[src/rtl/uart_msg_sequencer_pkg.sv]
// Shared definitions for the UART message sequencer.
//   - FSM state encoding (3-bit) used by the sequencer controller.
//   - TX_IDLE: transmitter state value meaning "no frame in progress".
package uart_msg_sequencer_pkg;

  localparam logic [2:0] ST_IDLE  = 3'd0;
  localparam logic [2:0] ST_ARB   = 3'd1;
  localparam logic [2:0] ST_FETCH = 3'd2;
  localparam logic [2:0] ST_LOAD  = 3'd3;
  localparam logic [2:0] ST_START = 3'd4;
  localparam logic [2:0] ST_WAIT  = 3'd5;
  localparam logic [2:0] ST_NEXT  = 3'd6;

  typedef enum logic [2:0] {
    S_IDLE  = ST_IDLE,
    S_ARB   = ST_ARB,
    S_FETCH = ST_FETCH,
    S_LOAD  = ST_LOAD,
    S_START = ST_START,
    S_WAIT  = ST_WAIT,
    S_NEXT  = ST_NEXT
  } state_t;

  localparam logic [1:0] TX_IDLE = 2'b00;

endpackage

[src/rtl/uart_rr_arbiter.sv]
// Combinational round-robin arbiter.
//   req       : pending request per requester
//   ptr       : highest-priority requester this round
//   grant     : one-hot winner (all zero when nothing is pending)
//   grant_idx : encoded winner index (0 when nothing is pending)
// The priority pointer register lives in the caller.
module uart_rr_arbiter #(
  parameter int N_REQ = 4,
  localparam int IW = (N_REQ > 1) ? $clog2(N_REQ) : 1
) (
  input  logic [N_REQ-1:0] req,
  input  logic [IW-1:0]    ptr,
  output logic [N_REQ-1:0] grant,
  output logic [IW-1:0]    grant_idx
);

  // Scan from ptr upward, wrapping modulo N_REQ; first set bit wins.
  always_comb begin
    logic found;
    int   j;
    grant     = '0;
    grant_idx = '0;
    found     = 1'b0;
    j         = 0;
    for (int i = 0; i < N_REQ; i++) begin
      j = int'(ptr) + i;
      if (j >= N_REQ) j = j - N_REQ;
      if (!found && req[IW'(j)]) begin
        found            = 1'b1;
        grant[IW'(j)]    = 1'b1;
        grant_idx        = IW'(j);
      end
    end
  end

endmodule

[src/rtl/uart_msg_sequencer.sv]
// Shares one UART transmitter among N_REQ requesters, each asking for a
// stored message (base address + length) in a synchronous message ROM.
//   CLK, RST          : clock, asynchronous active-high reset
//   req               : level request per requester, held until its done
//   msg_base, msg_len : packed per-requester base address / byte count
//   gnt, done         : one-hot single-cycle accept / completion pulses
//   busy              : high from the grant cycle through the done cycle
//   rom_addr, rom_data: ROM port, data valid one cycle after the address
//   tx_start, tx_data : transmitter handshake and byte (stable per frame)
//   tx_state          : transmitter state, TX_IDLE when no frame running
module uart_msg_sequencer #(
  parameter int N_REQ = 4,
  parameter int WL    = 8,
  parameter int AW    = 6,
  parameter int LEN_W = 6
) (
  input  logic                   CLK,
  input  logic                   RST,
  input  logic [N_REQ-1:0]       req,
  input  logic [N_REQ*AW-1:0]    msg_base,
  input  logic [N_REQ*LEN_W-1:0] msg_len,
  output logic [N_REQ-1:0]       gnt,
  output logic [N_REQ-1:0]       done,
  output logic                   busy,
  output logic [AW-1:0]          rom_addr,
  input  logic [WL-1:0]          rom_data,
  output logic                   tx_start,
  output logic [WL-1:0]          tx_data,
  input  logic [1:0]             tx_state
);
  import uart_msg_sequencer_pkg::*;

  localparam int IW = (N_REQ > 1) ? $clog2(N_REQ) : 1;

  state_t state, state_next;

  logic [IW-1:0]    ptr;
  logic [N_REQ-1:0] owner;
  logic [AW-1:0]    base_q;
  logic [LEN_W-1:0] len_q;
  logic [LEN_W-1:0] idx;
  logic [LEN_W-1:0] idx_inc;
  logic             armed;

  logic [N_REQ-1:0] arb_grant;
  logic [IW-1:0]    arb_idx;
  logic [AW-1:0]    sel_base;
  logic [LEN_W-1:0] sel_len;
  logic             any_req;
  logic             tx_idle;
  logic             last_byte;

  uart_rr_arbiter #(.N_REQ(N_REQ)) u_arb (
    .req       (req),
    .ptr       (ptr),
    .grant     (arb_grant),
    .grant_idx (arb_idx)
  );

  // Pick the winner's base and length out of the packed request fields.
  always_comb begin
    sel_base = '0;
    sel_len  = '0;
    for (int i = 0; i < N_REQ; i++) begin
      if (arb_idx == IW'(i)) begin
        sel_base = msg_base[i*AW +: AW];
        sel_len  = msg_len[i*LEN_W +: LEN_W];
      end
    end
  end

  assign any_req   = |req;
  assign tx_idle   = (tx_state == TX_IDLE);
  assign idx_inc   = idx + LEN_W'(1);
  assign last_byte = (idx == len_q - LEN_W'(1));

  // The done cycle is spent back in IDLE, so busy also covers a live done pulse.
  assign busy = ((state != S_IDLE) && (state != S_ARB)) ||
                ((state == S_ARB) && any_req) ||
                (|done);

  always_ff @(posedge CLK or posedge RST) begin
    if (RST) state <= S_IDLE;
    else     state <= state_next;
  end

  // Next-state logic; gnt and tx_start are Mealy outputs so tx_start can drop
  // in the very cycle the transmitter is seen leaving idle.
  always_comb begin
    state_next = state;
    gnt        = '0;
    tx_start   = 1'b0;
    unique case (state)
      S_IDLE:  if (any_req) state_next = S_ARB;
      S_ARB: begin
        if (any_req) begin
          gnt        = arb_grant;
          state_next = (sel_len == '0) ? S_IDLE : S_FETCH;
        end else begin
          state_next = S_IDLE;
        end
      end
      S_FETCH: state_next = S_LOAD;
      S_LOAD:  state_next = S_START;
      S_START: begin
        // Before arming, a non-idle transmitter is someone else's frame.
        if (!armed)       tx_start   = tx_idle;
        else if (tx_idle) tx_start   = 1'b1;
        else              state_next = S_WAIT;
      end
      S_WAIT:  if (tx_idle) state_next = S_NEXT;
      S_NEXT:  state_next = last_byte ? S_IDLE : S_FETCH;
      default: state_next = S_IDLE;
    endcase
  end

  // Datapath. rom_addr is updated on the way into FETCH so the synchronous
  // ROM sees it during FETCH and its data is ready for the LOAD capture.
  always_ff @(posedge CLK or posedge RST) begin
    if (RST) begin
      ptr      <= '0;
      owner    <= '0;
      base_q   <= '0;
      len_q    <= '0;
      idx      <= '0;
      armed    <= 1'b0;
      rom_addr <= '0;
      tx_data  <= '0;
      done     <= '0;
    end else begin
      done <= '0;
      case (state)
        S_ARB: begin
          if (any_req) begin
            owner  <= arb_grant;
            base_q <= sel_base;
            len_q  <= sel_len;
            idx    <= '0;
            ptr    <= (arb_idx == IW'(N_REQ-1)) ? '0 : arb_idx + IW'(1);
            if (sel_len == '0) done     <= arb_grant;
            else               rom_addr <= sel_base;
          end
        end
        S_LOAD:  tx_data <= rom_data;
        S_START: begin
          if (!armed && tx_idle)      armed <= 1'b1;
          else if (armed && !tx_idle) armed <= 1'b0;
        end
        S_NEXT: begin
          if (last_byte) begin
            done <= owner;
          end else begin
            idx      <= idx_inc;
            rom_addr <= base_q + AW'(idx_inc);
          end
        end
        default: ;
      endcase
    end
  end

endmodule

[config.mk]
export PLATFORM = sky130hd
export DESIGN_NAME = uart_msg_sequencer
export DESIGN_NICKNAME = d
export VERILOG_FILES = /design/src/rtl/uart_msg_sequencer_pkg.sv /design/src/rtl/uart_rr_arbiter.sv /design/src/rtl/uart_msg_sequencer.sv
export SDC_FILE = /design/constraint.sdc
export NUM_CORES = 1
export LEC_CHECK = 0
export CORE_MARGIN = 4
export CORE_UTILIZATION = 45
export DETAILED_ROUTE_END_ITERATION = 10
export PLACE_DENSITY = 0.75
export SLEW_MARGIN = 20
export SYNTH_ARGS = -nofsm -noshare
export SYNTH_HDL_FRONTEND = slang
export SYNTH_SLANG_ARGS = --single-unit
[constraint.sdc]
create_clock -name CLK -period 4.1 [get_ports CLK]
set_input_delay 0.82 -clock CLK [delete_from_list [all_inputs] [get_ports CLK]]
set_output_delay 0.82 -clock CLK [all_outputs]
set_load 0.01 [all_outputs]
* Yosys cells after proc, flatten, opt, wreduce, memory -nomap -nowiden
Index checks and enable logic that the tools add are counted.
** Storage, ports and cells
- Register bits :: 46
- Bits in latches :: 0
- RAM bits :: 0
- ROM bits :: 0
- Bits of input ports :: 64
- Output and inout port bits :: 24
- Word-level logic and storage cells :: 156
- Memories kept :: 0
** Operators by class
- $add $sub $neg :: 11
- Multiply operators :: 0
- Div/mod/pow operators :: 0
- Order comparisons :: 12
- Equal/unequal tests :: 18
- Shift-type cells :: 0
- Muxes and demuxes :: 70
- Bitwise operators :: 3
- Reduce and logical (&&, ||, !) cells :: 32
** Operators by type and width (count)
- $mux 6 :: 13
- $mux 4 :: 9
- $mux 2 :: 12
- $pmux 6 s2 :: 2
- $pmux 3 s7 :: 1
- $mux 1 :: 20
- $lt 2x4->1 const B :: 4
- $ne 2x2->1 const B :: 7
- $mux 3 :: 4
- $or 4x4->4 :: 3
- $logic_and 1x1->1 :: 11
- $eq 3x3->1 const B :: 3
- $ge 3x3->1 const B :: 3
- $bmux 1 s2 :: 4
- $demux 1 s2 :: 4
- $ge 2x1->1 const B :: 4
- $pmux 4 s2 :: 1
- $reduce_and 4->1 :: 2
- $reduce_or 4->1 :: 2
- $sub 2x1->2 const B :: 4
- $add 2x2->3 const B :: 2
- $add 6x1->6 const B :: 1
- $add 6x6->6 :: 1
- $eq 3x2->1 const B :: 2
- 18 further kinds :: 27

* Logic depth before layout (Yosys ltp)
- Depth in word-level cells :: 24
- Mapped depth :: 18

* Modules after synthesis
Synthesis repeated with hierarchy kept, for this count alone.
** Second synthesis, totals
- Cell total of the unflattened synthesis :: 378
- Area total of the unflattened synthesis :: 3432.0 um2
** Modules (own cells, without submodules)
- uart_msg_sequencer :: instances 1, cells each 308, area each 2860.2 um2
- uart_rr_arbiter :: instances 1, cells each 70, area each 571.8 um2

* Worst setup path before layout
OpenSTA, ideal clock, no wires.
- Path type :: flip-flop to flip-flop
- Start :: register ptr[0]
- End :: register rom_addr[0]
- Arrival time :: 4381 ps
- Data required time :: 3975 ps
- Path slack :: -406 ps
- Stages on the path, launching flop included :: 18
- Buffers on the path :: 3
- Path through :: dfrtp_1 > buf_2 > inv_1 > ha_1 > clkbuf_1 > mux4_2 > or2_1 > a221o_1 > a31oi_1 > inv_1 > ha_1 > buf_2 > nand2b_4 > o22a_1 > a222oi_1 > nand4_2 > a21oi_4 > mux2_2
** Between the ends
- Word-level cells in the longest chain between the ends :: 23
- Elaborated cells between the ends (all ways) :: 58
- Those cells by class :: add/sub: 7; order compare: 4; eq/ne: 4; mux: 34; reduce/logical: 9
** RTL lines
- from (decl) :: line uart_msg_sequencer.sv:37 : logic [IW-1:0] ptr;
- from (signal assigned) :: line uart_msg_sequencer.sv:139 : ptr <= (arb_idx == IW'(N_REQ-1)) ? '0 : arb_idx + IW'(1);
- branches (longest 14 deep; another with $add 2x1->3)
- $mux 2 * :: line uart_rr_arbiter.sv:28 : if (!found && req[IW'(j)]) begin
- $logic_not 2->1 :: line uart_msg_sequencer.sv:65 : if (arb_idx == IW'(i)) begin
- $mux 6 (4 in series) :: line uart_msg_sequencer.sv:65
- $logic_not 6->1 / $mux 6 (equally long branches) :: line uart_msg_sequencer.sv:140 : if (sel_len == '0) done <= arb_grant;
- $ne 2x2->1 (no source line) / $mux 6 (equally long branches)
- $reduce_and 4->1 (no source line) / $pmux 6 s2 (equally long branches)
- to (signal assigned) :: line uart_msg_sequencer.sv:141 : else rom_addr <= sel_base;
- to (signal assigned) :: line uart_msg_sequencer.sv:154 : rom_addr <= base_q + AW'(idx_inc);
- to (decl) :: line uart_msg_sequencer.sv:25 : output logic [AW-1:0] rom_addr,
Mark *: on every way between the ends. The select of a mux whose other input is x is not followed.
A chain may end at the register's enable or synchronous reset.

* Final worst setup path
- Start :: input port req[2]
- End :: output port gnt[1]
** Between the ends
- Word-level cells in the longest chain between the ends :: 15
- Elaborated cells between the ends (all ways) :: 31
- Those cells by class :: mux: 21; bitwise: 3; reduce/logical: 7
** RTL lines
- from (decl) :: line uart_msg_sequencer.sv:19 : input logic [N_REQ-1:0] req,
- $bmux 1 s2 :: line uart_rr_arbiter.sv:28
- $mux 1 (not written as such) (2 in series) :: line uart_rr_arbiter.sv:28
- $mux 1 :: line uart_rr_arbiter.sv:28
- $logic_not 1->1 :: line uart_rr_arbiter.sv:28
- $logic_and 1x1->1 :: line uart_rr_arbiter.sv:28
- $mux 1 :: line uart_rr_arbiter.sv:28
- $logic_not 1->1 :: line uart_rr_arbiter.sv:28
- $logic_and 1x1->1 :: line uart_rr_arbiter.sv:28
- $mux 1 :: line uart_rr_arbiter.sv:28
- $logic_not 1->1 :: line uart_rr_arbiter.sv:28
- $logic_and 1x1->1 :: line uart_rr_arbiter.sv:28
- $mux 4 :: line uart_rr_arbiter.sv:28
- $mux 4 * :: line uart_msg_sequencer.sv:96 : if (any_req) begin
- $mux 4 * :: line uart_msg_sequencer.sv:93 : unique case (state)
- to (decl) :: line uart_msg_sequencer.sv:22 : output logic [N_REQ-1:0] gnt,
Mark *: on every way between the ends. The rest lies on a longest branch, timed or not. The select of a mux whose other input is x is not followed.

==> impl_metrics.toml <==
[outcome]
status = "finished, final reports clean"

[clock_tree]
cts.clk_slew.worst_paths_ns = 0.07
cts_tree = "yes"
htreeDepth = 2
cts_buffer_depth = 2
cts_hold_buf = 0
cts_buffers = 5
cts_root_buf = "clkbuf_8"
clock_sinks = 46
clock_latency_ns = 0.29

[setup_path]
cp-start-kind = "input port"
slowest_stage = "clkdlybuf4s50_1"
critical_path_buf_inv_count = 4
endpoint_kind = "primary output"
max_stage_delay_ns = 0.55
worstPathMaxFanout = 6
critPathMostFrequentCell = "buf_4"
cp_top_family = "buffers and inverters"
arrival_ns = 3.10
worstSetupPathType = "input port to primary output"
crit_required_ns = 3.28
path_cells = "buf_2, mux4_2, buf_4, buf_4, nor4b_4, a22oi_1, o21ai_1, and2_1, clkdlybuf4s50_1"
r2r_slack_ns = 0.24

[die]
rows = 31
core_um2 = 7290
die_w_um = 94.8
start_util = 0.465
die_h_um = 94.8
dieArea_um2 = 8990
io_pins = 88

[route]
drtPass1Iterations = 4
wl_um = 8720
vias_per_cell = 5.36
vias = 3152
ant_nets = 0
drtIter0Drc = 157
wl_per_cell_um = 14.8
route.detailed.drc = 0

[logic_synthesis]
synth_cells = 367
synth_area_per_cell_um2 = 9.24
yosysUniqueCellTypes = 60
syn_area_um2 = 3390
yosys.area.top_type_share = 0.339
syn_nets = 452
yosysTopAreaCell = "dfrtp_1"
async_reset_ff_frac = 1.00
synth_edf_count = 0
ys_dominant_reg_cell = "dfrtp_1"
synthTopCellsByArea = "dfrtp_1 34%, ha_1 7.4%, mux2_2 6.3%, nand2_1 5.2%, o21ai_0 4.1%"
yosys_register_bits = 46
yosysSeqAreaShare = 0.339
yosys_warnings = 0

[place]
dp_hpwl_um = 7010
gp_congestion = 0.887
dpl_cell_area_um2 = 4640
numPortBuffers = 87

[pwr]
ir_drop_mv = 0.518
power_frac_clock = 0.064
p_sw_frac = 0.433
power_frac_comb = 0.736
p_sw_mw = 1.73
power.density_nw_per_um2 = 834
intPower_mw = 2.27
seq_power_share = 0.200
leakage_nw = 2.13

[timing]
rsz0062_at_grt = "false"
max-slew-margin-rel = 0.532
tightest_slew_ns = 0.696
setup_tns_ns = 0
min_period_ns = 3.92
setup_viol = 0
clock-skew-final_ns = 0.00492
final_hold_viol_count = 0
slew_violations = 0
fin_crit_sh = 0.957
max_freq_mhz = 255

[grt]
grt_usage = 0.201
grt_pass1_wl_um = 14500
grt_max_degree = 35
grt_overflow_total = 0
grt_antenna_before_repair = 0
grt_pass1_vias = 3076

[cells_and_area]
num_antenna_cells = 0
finalNetCount = 574
mostFrequentLayoutCells = "83 x clkdlybuf4s50_1, 47 x nand2_1, 46 x buf_4, 44 x dfrtp_1, 27 x o21ai_0"
final_cell_area_um2 = 4800
drive_gt1_frac = 0.213
mostFrequentLayoutCell = "clkdlybuf4s50_1"
syn_to_final_growth_pct = 41.4

[run]
max_cap_violations = 0

[min_path]
min_path_type = "flip-flop to flip-flop"
==> routing by layer <==
layer  routed length [µm]  up-vias  GRT usage
li1                     -     1577          -
met1                 4090     1477      0.282
met2                 4040       92      0.328
met3                  508        6     0.0311
met4                   79        0     0.0457
met5                    0        -          0
==> cell type report <==
| cell class | instances | area [µm²] |
|---|---|---|
| Clock buffer | 7 | 76.3 |
| Fill cell | 624 | 2500 |
| Inverter | 16 | 60.1 |
| Multi-Input combinational cell | 285 | 2150 |
| Sequential cell | 46 | 1150 |
| Tap cell | 99 | 124 |
| Timing Repair Buffer | 135 | 1230 |
==> kinds of logic (layout without fill, tap and decap cells) <==
kind of cell	count (synthesis)	in the layout	synth area share
simple gates	119	119	0.191
compound gates	104	104	0.208
flops	46	46	0.339
buf+inv	36	158	0.0439
mux	27	27	0.101
fa+ha+maj	21	21	0.0797
xor+xnor	14	14	0.0362
==> tightest hold or removal path, cell delays in order (launching register included) <==
cell,delay [ns]
dfrtp_1,0.34
nand2_1,0.05
o21ai_0,0.06
==> cell usage after synthesis, drive strengths merged, types with 9 or more instances <==
| cell | number |
|---|---|
| dfrtp | 46 |
| clkbuf | 14 |
| nand3 | 11 |
| a21oi | 20 |
| nand2 | 47 |
| nor2 | 12 |
| mux2 | 19 |
| nor3 | 9 |
| inv | 15 |
| ha | 20 |
| o21ai | 29 |
| nor2b | 9 |
==> power by group through the flow <==
stage               registers, mW  logic [mW]  clock network (mW)
floorplan                   0.785        1.81                   0
global placement            0.795        2.72                   0
detailed placement          0.805        2.78                   0
CTS                         0.799        2.89               0.263
global route                0.829        3.26               0.282
finish                      0.801        2.94               0.256
==> final timing paths <==
kind / startpoint / cells after the start / endpoint
worst max-delay path: req[2] / 9 / gnt[1]
worst min-delay path: owner[3] / 2 / owner[3]
worst max register to register: ptr[1] / 15 / rom_addr[5]
worst min register to register: owner[3] / 2 / owner[3]
max in group asynchronous: RST / 3 / ptr[1]
min in group asynchronous: RST / 2 / tx_data[7]
==> through the flow <==
stage	total power [mW]	std cells	hold slack [ns]	util	setup WS, ns
finish	4.00	588	0.485	0.658	0.175
global route	4.37	588	0.517	0.658	0.00965
CTS	3.96	587	0.488	0.656	0.0127
detailed placement	3.58	577	0.470	0.637	-0.532
global placement	3.52	577	0.461	0.637	-0.430
floorplan	2.59	367	0.448	-	-0.0674
==> timing repair <==
item,in CTS,in global routing
pin swaps,7,9
setup buffers,3,1
resized for setup,23,8
endpoints found under the setup margin,14,14
==> registers in the layout, summed over array words and instances (netlist names) <==
signal	flops
rom_addr	6
len_q	6
base_q	6
state	3
owner	4
tx_data	8
done	4
armed	1
ptr	2
idx	6
Note: power is estimated with default switching activity, not from simulation.
